**config.mk**
```make
export PLATFORM = sky130hd
export DESIGN_NAME = fir_filter_block
export DESIGN_NICKNAME = d
export VERILOG_FILES = /design/src/rtl/fir_pkg.sv /design/src/rtl/fir_filter_block_fir_tap_mac.sv /design/src/rtl/fir_filter_block.sv
export SDC_FILE = /design/constraint.sdc
export NUM_CORES = 1
export LEC_CHECK = 0
export CAP_MARGIN = 20
export CORE_AREA = 3 3 95 97
export CTS_BUF_LIST = sky130_fd_sc_hd__clkbuf_8 sky130_fd_sc_hd__clkbuf_16
export DETAILED_ROUTE_END_ITERATION = 10
export DIE_AREA = 0 0 98 100
export MAX_ROUTING_LAYER = met4
export PLACE_DENSITY = 0.94
export REMOVE_ABC_BUFFERS = 1
export SLEW_MARGIN = 0
export SYNTH_ARGS = -nofsm -noshare
export SYNTH_HDL_FRONTEND = slang
export SYNTH_SLANG_ARGS = --single-unit
```
**constraint.sdc**
```tcl
create_clock -name clk -period 8.6 [get_ports clk]
set_clock_uncertainty 0.2 [all_clocks]
set_input_delay 1.72 -clock clk [delete_from_list [all_inputs] [get_ports clk]]
set_output_delay 1.72 -clock clk [all_outputs]
set_load 0.01 [all_outputs]
```
**src/rtl/fir_pkg.sv**
```systemverilog
// Shared types, constants and the round/limit helper for the cascadable FIR segment.
// FIR_BLOCK_SAT_EN selects clamping of the rounded result; otherwise it wraps.
package fir_pkg;

    localparam int unsigned DATA_W    = 16;
    localparam int unsigned FRAC_BITS = 15;
    localparam int unsigned MAX_TAPS  = 8;
    localparam int unsigned ACC_GUARD = $clog2(MAX_TAPS + 1);
    localparam int unsigned ACC_MAX_W = 64;

    typedef logic signed [DATA_W-1:0] sample_t;

    // c0 sits in the least-significant DATA_W bits
    localparam logic [4*DATA_W-1:0] DEFAULT_COEFS =
        {16'sh1000, 16'sh2000, 16'sh2000, 16'sh1000};

    // Round half-up, drop frac bits, then limit to width bits (sign-extended result)
    function automatic logic signed [ACC_MAX_W-1:0] round_limit(
        input logic signed [ACC_MAX_W-1:0] acc,
        input int unsigned                 width,
        input int unsigned                 frac
    );
        logic signed [ACC_MAX_W-1:0] r;
        logic signed [ACC_MAX_W-1:0] half;
        logic signed [ACC_MAX_W-1:0] hi;
        logic signed [ACC_MAX_W-1:0] lo;
        half = 64'sd1 <<< (frac - 1);
        r    = acc + half;
        r    = r >>> frac;
        hi   = (64'sd1 <<< (width - 1)) - 64'sd1;
        lo   = -(64'sd1 <<< (width - 1));
`ifdef FIR_BLOCK_SAT_EN
        if (r > hi) begin
            r = hi;
        end else if (r < lo) begin
            r = lo;
        end
`else
        if ((r > hi) || (r < lo)) begin
            r = (r <<< (ACC_MAX_W - width)) >>> (ACC_MAX_W - width);
        end
`endif
        return r;
    endfunction

endpackage

```
**src/rtl/fir_filter_block_fir_tap_mac.sv**
```systemverilog
// Signed WIDTH x WIDTH multiplier for one FIR tap; combinational full-precision product.
module fir_tap_mac
    import fir_pkg::*;
#(
    parameter int unsigned WIDTH = 16
) (
    input  logic signed [WIDTH-1:0]   x,
    input  logic signed [WIDTH-1:0]   c,
    output logic signed [2*WIDTH-1:0] p_c
);

    localparam int unsigned PROD_W = 2 * WIDTH;

    assign p_c = PROD_W'(x) * PROD_W'(c);

endmodule

```
**src/rtl/fir_filter_block.sv**
```systemverilog
// Cascadable FIR segment: forwards the sample stream and adds its partial sum to y_in.
// Build option FIR_BLOCK_SAT_EN clamps the result instead of wrapping it.
module fir_filter_block #(
    parameter int unsigned             TAPS      = 4,
    parameter int unsigned             WIDTH     = fir_pkg::DATA_W,
    parameter int unsigned             FRAC_BITS = fir_pkg::FRAC_BITS,
    parameter logic [TAPS*WIDTH-1:0]   COEFS     = fir_pkg::DEFAULT_COEFS
) (
    input  logic                    clk,
    input  logic                    rst_p,
    input  logic signed [WIDTH-1:0] x_in,
    input  logic signed [WIDTH-1:0] y_in,
    output logic signed [WIDTH-1:0] x_out,
    output logic signed [WIDTH-1:0] y_out
);
    import fir_pkg::*;

    localparam int unsigned PROD_W = 2 * WIDTH;
    localparam int unsigned ACC_W  = 2 * WIDTH + $clog2(TAPS + 1);

    logic signed [WIDTH-1:0]  r    [1:TAPS+1];
    logic signed [WIDTH-1:0]  tap  [TAPS];
    logic signed [PROD_W-1:0] prod [TAPS];
    logic signed [ACC_W-1:0]  acc_c;

    // Tap 0 is the live input so y_out reflects x_in on the same edge
    assign tap[0] = x_in;

    for (genvar k = 1; k < TAPS; k++) begin : g_tap
        assign tap[k] = r[k];
    end

    for (genvar k = 0; k < TAPS; k++) begin : g_mac
        fir_tap_mac #(
            .WIDTH (WIDTH)
        ) u_mac (
            .x   (tap[k]),
            .c   (COEFS[k*WIDTH +: WIDTH]),
            .p_c (prod[k])
        );
    end

    // Full-precision sum: upstream partial scaled by 1.0 plus all tap products
    always_comb begin
        acc_c = ACC_W'(y_in) <<< FRAC_BITS;
        for (int k = 0; k < TAPS; k++) begin
            acc_c = acc_c + ACC_W'(prod[k]);
        end
    end

    always_ff @(posedge clk or posedge rst_p) begin
        if (rst_p) begin
            for (int i = 1; i <= TAPS + 1; i++) begin
                r[i] <= '0;
            end
            y_out <= '0;
        end else begin
            r[1] <= x_in;
            for (int i = 2; i <= TAPS + 1; i++) begin
                r[i] <= r[i-1];
            end
            y_out <= WIDTH'(round_limit(ACC_MAX_W'(acc_c), WIDTH, FRAC_BITS));
        end
    end

    assign x_out = r[TAPS+1];

endmodule

```
==> flow_summary.toml, run 1 <==
[critical_path]
critPathMostFrequentCell = "inv_1"
cpMaxStageDelayCell = "fa_1"
rr_worst_depth = 14
worstSetupStartpoint = "x_in[4]"
reg2reg_from = "r[36]"
critPathRequiredTime_ps = 8690
cp_max_fo = 3
endpoint_kind = "register"
timing.critical_path.to = "y_out[13]"
r2r-end = "y_out[13]"
crit_arrival_ps = 5750
critical_path_class = "in -> reg"
path_cells = "clkdlybuf4s50_1 -> inv_1 -> fa_1 -> inv_1 -> fa_1 -> inv_1 -> fa_1 -> inv_1 -> ha_1 -> a211oi_1 -> o21ai_1 -> o21ai_0 -> a2bb2oi_1 -> nor2b_1 -> xnor2_1"
start_kind = "input pin"
cpPeakStageDelay_ps = 560
rrSetupSlack_ps = 4500

[sta]
hold_viol_final = 0
maxSlewViolCount = 0
min_period_ps = 5660
max_slew_margin = 0.568
setup_tns_ps = 0
fin_crit_sh = 0.658
grt_setup_unrepaired = "false"
setup_ws_ps = 2940
worst_pin_slew_ps = 649
finalSetupViolCount = 0
max_freq_mhz = 177

[placed_design]
port_buffers = 65
dpl_cell_area_um2 = 5460
dp_hpwl_mm = 5.95
place_ws_ps = 2600
routabilityCongestion = 0.785

[cts]
h-tree-depth = 3
clk_pin_slew_ps = 100
post_cts_buffers = 0
cts.repair.resized = 0
insertion_delay_ps = 370
ctsHoldBuffers = 0
cts_tree = "done"
cts_buffer_depth = 2
cts_sinks = 96
clockRootBuffer = "clkbuf_8"
cts_inserted_buffers = 9

[logic_synthesis]
ys.flop_type = "dfrtp_1"
ys_ff_latch = 96
synth_cells = 397
synth_area_um2 = 4790
async_flop_share = 1.00
synth_warnings = 0
avgSynthCellArea_um2 = 12.1
synth_edf_count = 0
ys_types = 30
synth-seq-area-share = 0.502

[outcome]
outcome = "finished, final reports clean"

[power]
peakVddDrop_mv = 0.121
p_leak_nw = 2.93
p_int_mw = 0.949
p_sw_mw = 0.518
p_sw_frac = 0.353
clkPwrFrac = 0.192
power_density_nw_per_um2 = 260
p_seq_frac = 0.367
combPwrFrac = 0.442

[final_layout]
drive_gt1_frac = 0.0497
diodes = 0
final_common_cell = "inv_1"
syn2layout_area_growth_pct = 18.0
fillerInstances = 559
final_nets = 558
final_cell_mix = "inv_1 (147), dfrtp_1 (96), clkdlybuf4s50_1 (65), fa_1 (48), ha_1 (18)"
final_cell_area_um2 = 5650

[die]
core_area_um2 = 8220
die_w_um = 98
rows = 33
die_h_um = 100
io_pins = 66
initial_core_util = 0.583
die_area_um2 = 9800

[global_route]
grt_usage = 0.185
grt_pass1_vias = 3004
grt_max_degree = 55
grt_pass1_wl_mm = 13.8
antenna_found_initial = 0
grt.overflow.total = 0

[routing]
drc = 0
routedWlPerCell_um = 13.6
vias_per_cell = 4.57
first_iter_violations = 41
num_vias = 2598
ant_nets = 0
drtPass1Iterations = 4
routed_wl_mm = 7.72

[job]
drv_cap = 0

[hold_path]
hold_path_class = "reg -> reg"
cell type report:
cell class | instances | area, um2 | area share
Inverter | 148 | 558 | 0.0988
Timing Repair Buffer | 66 | 658 | 0.117
Clock buffer | 10 | 138 | 0.0244
Sequential cell | 96 | 2400 | 0.425
Tap cell | 105 | 131 | 0.0233
Multi-Input combinational cell | 137 | 1710 | 0.303
Clock inverter | 6 | 50.0 | 0.00886
power groups by stage:
| stage | clock, mW | sequential (mW) | combinational, mW |
|---|---|---|---|
| after global placement | 0 | 0.549 | 0.618 |
| after detailed placement | 0 | 0.548 | 0.649 |
| after CTS | 0.289 | 0.539 | 0.655 |
| after global routing | 0.307 | 0.545 | 0.732 |
| final | 0.281 | 0.538 | 0.648 |
| after floorplan | 0 | 0.566 | 0.425 |
routing by layer:
metal | vias to the layer above | GRT usage | routed length [um]
li1 | 1232 | - | -
met1 | 1299 | 0.208 | 2940
met2 | 56 | 0.340 | 4380
met3 | 11 | 0.0320 | 301
met4 | 0 | 0.0543 | 102
met5 | - | - | 0
worst min path at each step:
stage | startpoint | end | slack, ps | cells past startpoint
6_report | r[22] | x_out[6] | 150 | 0
3_3_place_gp | r[23] | x_out[7] | 130 | 0
3_5_place_dp | r[27] | x_out[11] | 130 | 0
2_1_floorplan | r[16] | x_out[0] | 130 | 0
5_1_grt | r[22] | x_out[6] | 150 | 0
4_1_cts | r[22] | x_out[6] | 150 | 0
metrics by stage:
| stage | util | instances | hold slack [ps] | power, mW |
|---|---|---|---|---|
| after floorplan | - | 381 | 131 | 0.990 |
| after detailed placement | 0.665 | 552 | 135 | 1.20 |
| after global placement | 0.665 | 552 | 133 | 1.17 |
| after CTS | 0.687 | 568 | 154 | 1.48 |
| final | 0.687 | 568 | 149 | 1.47 |
| after global routing | 0.687 | 568 | 151 | 1.58 |
cell usage after synthesis (2+ instances only):
library cell | n | share of area
ha_1 | 18 | 0.047
a21oi_1 | 11 | 0.011
a21o_1 | 6 | 0.0094
fa_1 | 48 | 0.20
xnor2_1 | 17 | 0.031
o21a_1 | 2 | 0.0031
nand2_1 | 3 | 0.0024
nor3_1 | 2 | 0.0021
o21ai_0 | 7 | 0.0073
inv_1 | 148 | 0.12
nor2_1 | 4 | 0.0031
dfrtp_1 | 96 | 0.50
buf_4 | 16 | 0.025
xor2_1 | 3 | 0.0055
state kept, by name, indices dropped and copies added, names as in the netlist:
register	flops
x_out	16
r	64
y_out	16
worst max-delay path, delay by kind of cell:
family | cells | cell delay, ps
xor gates and xnor gates | 1 | 120
and+or+nand+nor | 1 | 190
AOI/OAI and AO/OA | 4 | 1040
adders and majority gates | 4 | 1930
buffers and inverters | 5 | 750
logic make-up (layout without fill, tap and decap cells):
group,Yosys count,after routing,share of synthesized area
adders and majority gates,66,66,0.248
DFF,96,96,0.502
and+or+nand+nor,16,16,0.0183
AOI/OAI and AO/OA,35,35,0.0546
buffers and inverters,164,230,0.141
xor gates and xnor gates,20,20,0.0366
Note: power is estimated with default switching activity, not from simulation.
==> run 2: changes to the inputs <==
Settings changed: CORE_AREA 3 3 95 97 to 3 3 98 100, DIE_AREA 0 0 98 100 to 0 0 101 103, PLACE_DENSITY 0.94 to 0.89.
Clock period 8.6 ns to 5.85 ns, I/O delays scaled along.
==> run 2 against run 1 <==
Sequential share of layout area down 0.36 points. Non-clock buffer count unchanged. Clock-buffer cell count unchanged. Die area up 6.2%. Cell count up 0.53%. Clock power up 64%. Highest routed layer unchanged.
==> flow_summary.toml, run 2 (same netlist as run 1, synthesis figures left out) <==
[outcome]
outcome = "finished, final reports clean"

[global_route]
grt_util_met2 = 0.308
grt_max_degree = 60
grt.overflow.total = 0
grt_pass1_vias = 2884
antenna_found_initial = 0
grt-busiest-layer = "met2"
grt_usage = 0.168
grt_pass1_wl_mm = 12.9
met1_usage = 0.182
grt_use_met3 = 0.0291

[routing]
drc = 0
routed_wl_mm = 7.53
num_vias = 2595
vias_per_cell = 4.54
drtPass1Iterations = 4
first_iter_violations = 82
ant_nets = 0
routedWlPerCell_um = 13.2

[sta]
grt_setup_unrepaired = "false"
fin_crit_sh = 0.869
max_freq_mhz = 197
worst_pin_slew_ps = 501
hold_viol_final = 0
min_period_ps = 5080
setup_tns_ps = 0
max_slew_margin = 0.666
finalSetupViolCount = 0
maxSlewViolCount = 0

[cts]
clockRootBuffer = "clkbuf_8"
h-tree-depth = 3
cts_tree = "done"
post_cts_buffers = 0
insertion_delay_ps = 370
clk_pin_slew_ps = 100
cts_sinks = 96
cts_buffer_depth = 2
ctsHoldBuffers = 0
cts.repair.resized = 0
cts_inserted_buffers = 9

[final_layout]
largest_reg_flops = 64
final_cell_mix = "inv_1 (147), dfrtp_1 (96), clkdlybuf4s50_1 (65), fa_1 (48), ha_1 (18)"
final_nets = 558
drive_gt1_frac = 0.0497
top_register = "r"
diodes = 0
syn2layout_area_growth_pct = 18.9
fillerInstances = 651
final_common_cell = "inv_1"

[power]
p_leak_nw = 2.95
peakVddDrop_mv = 0.141
total_power_mw = 2.20
power_density_nw_per_um2 = 386

[critical_path]
rrSetupSlack_ps = 1760
crit_arrival_ps = 5180
critical_path_class = "in -> reg"
start_kind = "input pin"
critPathMostFrequentCell = "inv_1"
endpoint_kind = "register"
cpMaxStageDelayCell = "fa_1"
path_cells = "clkdlybuf4s50_1 -> inv_1 -> fa_1 -> inv_1 -> fa_1 -> inv_1 -> fa_1 -> inv_1 -> ha_1 -> a211oi_1 -> o21ai_1 -> o21ai_0 -> a2bb2oi_1 -> nor2b_1 -> xnor2_1"
cp_max_fo = 3
critPathRequiredTime_ps = 5940
cpPeakStageDelay_ps = 560

[placed_design]
dp_hpwl_mm = 5.99
routabilityCongestion = 0.813
port_buffers = 65

[job]
drv_cap = 0

[die]
die_area_um2 = 10400
die_w_um = 101
core_area_um2 = 8760
rows = 34
io_pins = 66
die_h_um = 103
initial_core_util = 0.546

[hold_path]
hold_path_class = "reg -> reg"
==> run 2: per-layer routing <==
layer	part of all wire	routed length, um
met1	0.38	2890
met2	0.55	4160
met3	0.046	350
met4	0.018	132
met5	0	0
==> run 2: final timing paths <==
path                          from   endpoint  depth (start not counted)
setup / recovery           x_in[4]  y_out[13]                         15
hold / removal               r[22]   x_out[6]                          0
min in group asynchronous    rst_p   x_out[7]                          2
hold reg to reg              r[22]   x_out[6]                          0
max in group asynchronous    rst_p      r[63]                          3
setup reg to reg             r[36]  y_out[13]                         14
==> run 2: critical path, delay by kind of cell <==
family,cells,cell delay (ps)
buffers and inverters,5,720
adder cells (fa/ha/maj),4,1940
XOR/XNOR,1,120
AND/OR/NAND/NOR,1,190
AO/OA/AOI/OAI,4,1020
==> run 2: area by class of cell <==
cell class | instances | area (um2) | share of cell area
Multi-Input combinational cell | 137 | 1710 | 0.300
Tap cell | 108 | 135 | 0.0237
Sequential cell | 96 | 2400 | 0.422
Inverter | 148 | 558 | 0.0980
Clock inverter | 6 | 73.8 | 0.0130
Timing Repair Buffer | 66 | 678 | 0.119
Clock buffer | 10 | 138 | 0.0242
==> run 2: power by group <==
| part | total [mW] | switching, mW | internal, mW | leakage (nW) |
|---|---|---|---|---|
| Combinational | 0.941 | 0.476 | 0.465 | 1.73 |
| Clock | 0.460 | 0.244 | 0.215 | 0.101 |
| Sequential | 0.797 | 0.0382 | 0.759 | 1.12 |
==> run 2: metrics by stage <==
stage | setup slack, ps | utilization | cell area, um2 | hold WS [ps] | cells
floorplan | 1130 | - | 4670 | 131 | 381
global placement | 521 | 0.623 | 5460 | 131 | 554
detailed placement | 354 | 0.626 | 5480 | 136 | 555
CTS | 767 | 0.650 | 5700 | 154 | 571
global route | 467 | 0.650 | 5700 | 162 | 571
finish | 766 | 0.650 | 5700 | 150 | 571
